`config.mk`:
```
export PLATFORM = sky130hd
export DESIGN_NAME = tff_updown_counter
export DESIGN_NICKNAME = d
export VERILOG_FILES = /design/src/rtl/tff_counter_pkg.sv /design/src/rtl/tff_cell.sv /design/src/rtl/tff_updown_counter.sv
export SDC_FILE = /design/constraint.sdc
export NUM_CORES = 1
export LEC_CHECK = 0
export ABC_AREA = 1
export BUFFER_PORTS_ARGS = -buffer_cell sky130_fd_sc_hd__buf_4
export CAP_MARGIN = 20
export CORE_AREA = 2 2 39 41
export DETAILED_ROUTE_END_ITERATION = 7
export DIE_AREA = 0 0 41 43
export PLACE_DENSITY = 0.69
export SKIP_CTS_REPAIR_TIMING = 1
export SYNTH_ARGS = -nofsm -noshare
export SYNTH_HDL_FRONTEND = slang
export SYNTH_HIERARCHICAL = 1
export SYNTH_SLANG_ARGS = --single-unit
```
`constraint.sdc`:
```
create_clock -name clock -period 2 [get_ports clock]
set_clock_uncertainty 0.05 [all_clocks]
set_input_delay 0.2 -clock clock [delete_from_list [all_inputs] [get_ports clock]]
set_output_delay 0.2 -clock clock [all_outputs]
set_load 0.005 [all_outputs]
```
`src/rtl/tff_counter_pkg.sv`:
```
// Shared definitions for the T flip-flop up/down counter: operating-mode encodings.
package tff_counter_pkg;

    typedef enum logic [1:0] {
        MODE_HOLD = 2'b00,
        MODE_UP   = 2'b01,
        MODE_DOWN = 2'b10,
        MODE_LOAD = 2'b11
    } cnt_mode_t;

endpackage

```
`src/rtl/tff_cell.sv`:
```
// Single T flip-flop storage cell with synchronous active-high reset.
module tff_cell (
    input  logic clock,
    input  logic reset,
    input  logic t,
    output logic q
);

    // NOTE: sequential state is always assigned with <= so every cell samples pre-edge values.
    always_ff @(posedge clock) begin
        if (reset) begin
            q <= 1'b0;
        end else if (t) begin
            q <= ~q;
        end
    end

endmodule

```
`src/rtl/tff_updown_counter.sv`:
```
// Modulo-MOD hold/up/down/load counter built from per-bit T flip-flop cells.
// Optional registered Gray-code output is enabled by defining TFF_COUNTER_GRAY_EN.
module tff_updown_counter
    import tff_counter_pkg::*;
#(
    parameter int WIDTH    = 4,
    parameter int MOD      = 16,
    parameter bit SATURATE = 1'b0
) (
    input  logic             clock,
    input  logic             reset,
    input  logic [1:0]       mode,
    input  logic [WIDTH-1:0] load_val,
    output logic [WIDTH-1:0] count,
    output logic             tc,
    output logic             wrap
`ifdef TFF_COUNTER_GRAY_EN
    ,
    output logic [WIDTH-1:0] count_gray
`endif
);

    // One extra bit keeps MOD == 2**WIDTH from aliasing MOD-1 comparisons and increments.
    localparam logic [WIDTH:0] MAX_CNT = (WIDTH + 1)'(MOD - 1);
    localparam logic [WIDTH:0] ONE     = (WIDTH + 1)'(1);

    cnt_mode_t        op;
    logic [WIDTH:0]   cnt_ext;
    logic [WIDTH:0]   load_ext;
    logic [WIDTH:0]   next_ext;
    logic [WIDTH-1:0] next_cnt;
    logic [WIDTH-1:0] toggle;
    logic             wrap_next;
    logic             unused_next_msb;

    assign op       = cnt_mode_t'(mode);
    assign cnt_ext  = {1'b0, count};
    assign load_ext = {1'b0, load_val};

    // NOTE: every always_comb output gets a default first so no path can infer a latch.
    always_comb begin
        next_ext  = cnt_ext;
        wrap_next = 1'b0;
        case (op)
            MODE_UP: begin
                if (cnt_ext > MAX_CNT) begin
                    next_ext = '0;
                end else if (cnt_ext == MAX_CNT) begin
                    if (!SATURATE) begin
                        next_ext  = '0;
                        wrap_next = 1'b1;
                    end
                end else begin
                    next_ext = cnt_ext + ONE;
                end
            end
            MODE_DOWN: begin
                if (cnt_ext > MAX_CNT) begin
                    next_ext = '0;
                end else if (cnt_ext == '0) begin
                    if (!SATURATE) begin
                        next_ext  = MAX_CNT;
                        wrap_next = 1'b1;
                    end
                end else begin
                    next_ext = cnt_ext - ONE;
                end
            end
            MODE_LOAD: begin
                next_ext = (load_ext > MAX_CNT) ? MAX_CNT : load_ext;
            end
            default: begin
                next_ext = cnt_ext;
            end
        endcase
    end

    // next never exceeds MOD-1, so its top bit is always zero.
    assign next_cnt        = next_ext[WIDTH-1:0];
    assign unused_next_msb = next_ext[WIDTH];

    // Cells only flip where the next value differs from the current one.
    assign toggle = count ^ next_cnt;

    for (genvar i = 0; i < WIDTH; i++) begin : g_cell
        tff_cell u_cell (
            .clock (clock),
            .reset (reset),
            .t     (toggle[i]),
            .q     (count[i])
        );
    end

    assign tc = ((op == MODE_UP)   && (cnt_ext == MAX_CNT)) ||
                ((op == MODE_DOWN) && (count == '0));

    always_ff @(posedge clock) begin
        if (reset) begin
            wrap <= 1'b0;
        end else begin
            wrap <= wrap_next;
        end
    end

`ifdef TFF_COUNTER_GRAY_EN
    always_ff @(posedge clock) begin
        if (reset) begin
            count_gray <= '0;
        end else begin
            count_gray <= next_cnt ^ (next_cnt >> 1);
        end
    end
`endif

endmodule

```
==> out/summary.md <==
The first TritonRoute pass finished after 4 iterations. The run gives 0.1638 as the overall fraction of global-route tracks in use. Across the VDD grid, the largest voltage drop is 541.1 uV.

The number of violations of the max-capacitance limit came out at 0. For the antenna diode instance count, the log shows 0. The switching share of power came out at 0.4074. For the internal power, the log shows 0.3038 mW. The total wire length is 1166 um, and the pin slew with the least headroom to its limit is 0.4823 ns. Setup repair after global routing left no endpoint under its margin.

Compared with the post-synthesis result, the final layout area differs by 25.87%. After floorplanning, the core was sized to cover 1384 um2. After floorplanning, the core was divided into 14 placement rows.

The initial standard-cell utilization of the core was 0.3915; the clock insertion delay at the later pin of the skew report was 0.24 ns. Data arrives at the worst endpoint at 1.87 ns. Measured along the y axis, the die boundary spans 43 um. The net count of the finished layout is 124. In this run the worst path has a maximum fanout of 9.

The count of state elements after synthesis works out to 5. The floorplan step set the die width to 41 um. The share of cells above drive strength 1 is 0.2202, and the CTS clock-pin slew for the worst setup and hold paths is 0.04 ns. The clock period could shrink to 1.789 ns.

The final critical-path share of the clock period came out at 0.8946. The tools report the count of different cell masters after synthesis as 18. The DRC violation count after routing is 0.

For the iteration-0 DRC count of the detailed router, the log shows 3. The run finished with clean final reports. The tools report the relative contribution of sequential cells to total power as 0.334. The synthesized net count was 106; the wire length of the first global-routing pass was 1973 um. The synthesized area divided by synthesized cell count works out to 5.889 um2. The category of the most critical setup path was flip-flop to flip-flop. For this design the total switching power over the nets is 0.2089 mW. Final-report hold violation count: 0.

For the worst slack at placement, the log shows 0.2262 ns. The power density of the placed cells was 751.8 nW/um2. The clock passes through at most 2 buffers. Dividing the detail-routed wire length by the instance count gives 9.328 um. The run gives 0.5589 GHz as the maximum clock frequency.

The run gives 577 as the via count. The tools report the kind of capture point of the worst setup path as a flip-flop. Overall power consumption after layout is estimated at 0.5127 mW. The post-DP HPWL is 936.9 um.

Setup violations remaining at the end of the flow were counted as 0. The relative max-transition margin was 0.6780; the post-synthesis sequential area ratio was 0.1848. Port buffering added 13 buffers.

For the max-slew violation count, the log shows 0. The root cell of the clock tree was clkbuf_4. In this run the count of I/O pins placed on the die edge is 14. Summing every instance area after synthesis gives 541.8 um2. The die covers 1763 um2.

TritonCTS created 3 clock buffers. The logs give 0.4086 nW for the leakage power summed over all cells and 0 for the final global-route overflow total. The tools report the largest net degree at the start of global routing as 14. The tools report the H-tree depth as 1.

The worst min-delay path category was input port to flip-flop. STA classifies the critical path startpoint as a flip-flop. The slack of the critical path was 0.2108 ns; the count of mapped cells out of synthesis was 92. The Yosys step of the flow raised 6 warnings.

In the routed layout, each cell is associated on average with a via count of 4.616. The final estimated routing congestion in global placement was 0.8070; the via count of the first global-routing pass was 491. The share of power burned in the clock network is 0.224, and the worst path required time is 2.08 ns. Initial antenna violation count: 0. Accumulated negative setup slack: 0 ns.

The clock net in this run drives a total of 5 sinks. TritonCTS built the clock tree. For the post-detailed-route count of antenna-violating nets, the log shows 0. The run gives 0.442 as the logic gate share of total power.
## Yosys cell counts (all sizes together)
| library cell | count | area, um2 |
|---|---|---|
| o211ai | 1 | 7.510 |
| nand4 | 1 | 6.260 |
| inv | 19 | 71.32 |
| nand3 | 11 | 65.06 |
| ha | 6 | 75.07 |
| a21oi | 2 | 10.01 |
| nand2 | 25 | 96.35 |
| dfxtp | 5 | 100.1 |
| a21o | 1 | 7.510 |
| nor2 | 14 | 55.06 |
| nor3 | 1 | 10.01 |
| o21ai | 4 | 20.02 |
| buf | 1 | 11.26 |
| nor4 | 1 | 6.260 |
## critical path: stages, from the launching register on
cell and delay (ns):
dfxtp_1 0.48, inv_1 0.12, ha_1 0.25, nand2_1 0.08
nor3_2 0.05, nor2_1 0.18, nand2_1 0.08, nor2_1 0.08
nand3_1 0.07, nand2_1 0.10, nand2_1 0.05, nand2_1 0.07
nor2_1 0.03
## cell type report
| class | instances | area, um2 |
|---|---|---|
| tap | 16 | 20.02 |
| fill | 152 | 701.9 |
| clock buffer | 4 | 26.28 |
| inverter | 19 | 71.32 |
| sequential | 5 | 100.1 |
| timing repair buffer | 14 | 105.1 |
| multi-input combinational | 67 | 359.1 |
## layer usage
layer | vias to the layer above | wire [um] | track usage
met5 | - | 0 | 0
met4 | 0 | 0 | 0.04000
met3 | 0 | 44 | 0.06283
met2 | 9 | 602 | 0.2625
met1 | 250 | 519 | 0.1968
li1 | 318 | - | -
## metrics by stage
step | hold slack, ns | cells | util | cell area [um2]
finish | 0.1076 | 125 | 0.4928 | 681.9
floorplan | 0.2224 | 92 | - | 541.8
CTS | 0.09768 | 125 | 0.4928 | 681.9
detailed placement | 0.3550 | 121 | 0.4738 | 655.6
global placement | 0.3549 | 121 | 0.4738 | 655.6
global route | 0.09734 | 125 | 0.4928 | 681.9
## power by group through the flow
stage	Combinational (mW)	Clock, mW	Sequential (mW)
3_3_place_gp	0.222	0	0.170
4_1_cts	0.228	0.122	0.171
6_report	0.227	0.115	0.171
3_5_place_dp	0.227	0	0.173
2_1_floorplan	0.164	0	0.157
5_1_grt	0.262	0.129	0.176
## sequential cells by signal, summed over array words and instances, names as in the netlist
name and flops:
g_cell.u_cell/q 4, wrap 1
## cells in the final DEF (no fill, tap or decap)
master     n
buf_4     14
o21ai_0    4
ha_1       6
nand3_1    9
nor3_2     1
o211ai_1   1
a21oi_1    2
dfxtp_1    5
nand2_1   24
inv_2      2
inv_1     17
clkbuf_1   1
a21o_1     1
nand3_2    2
nand2_2    1
nor4_1     1
clkbuf_4   3
nor2_1    13
nor2_2     1
nand4_1    1
## worst paths after layout
check	cells past startpoint	to	start	slack, ns
max	12	g_cell[3].u_cell/q	g_cell[0].u_cell/q	0.21
min	2	wrap	reset	0.11
max reg2reg	12	g_cell[3].u_cell/q	g_cell[0].u_cell/q	0.21
min reg2reg	2	g_cell[1].u_cell/q	g_cell[1].u_cell/q	0.52
## kinds of logic (layout without fill, tap and decap cells)
family / after synthesis / after routing / synth area share
and+or+nand+nor: 53 / 53 / 0.4411
buffers and inverters: 20 / 37 / 0.1524
adders and majority gates: 6 / 6 / 0.1386
AOI/OAI and AO/OA: 8 / 8 / 0.08315
DFF: 5 / 5 / 0.1848
No activity file was read; power rests on OpenSTA's default activity.
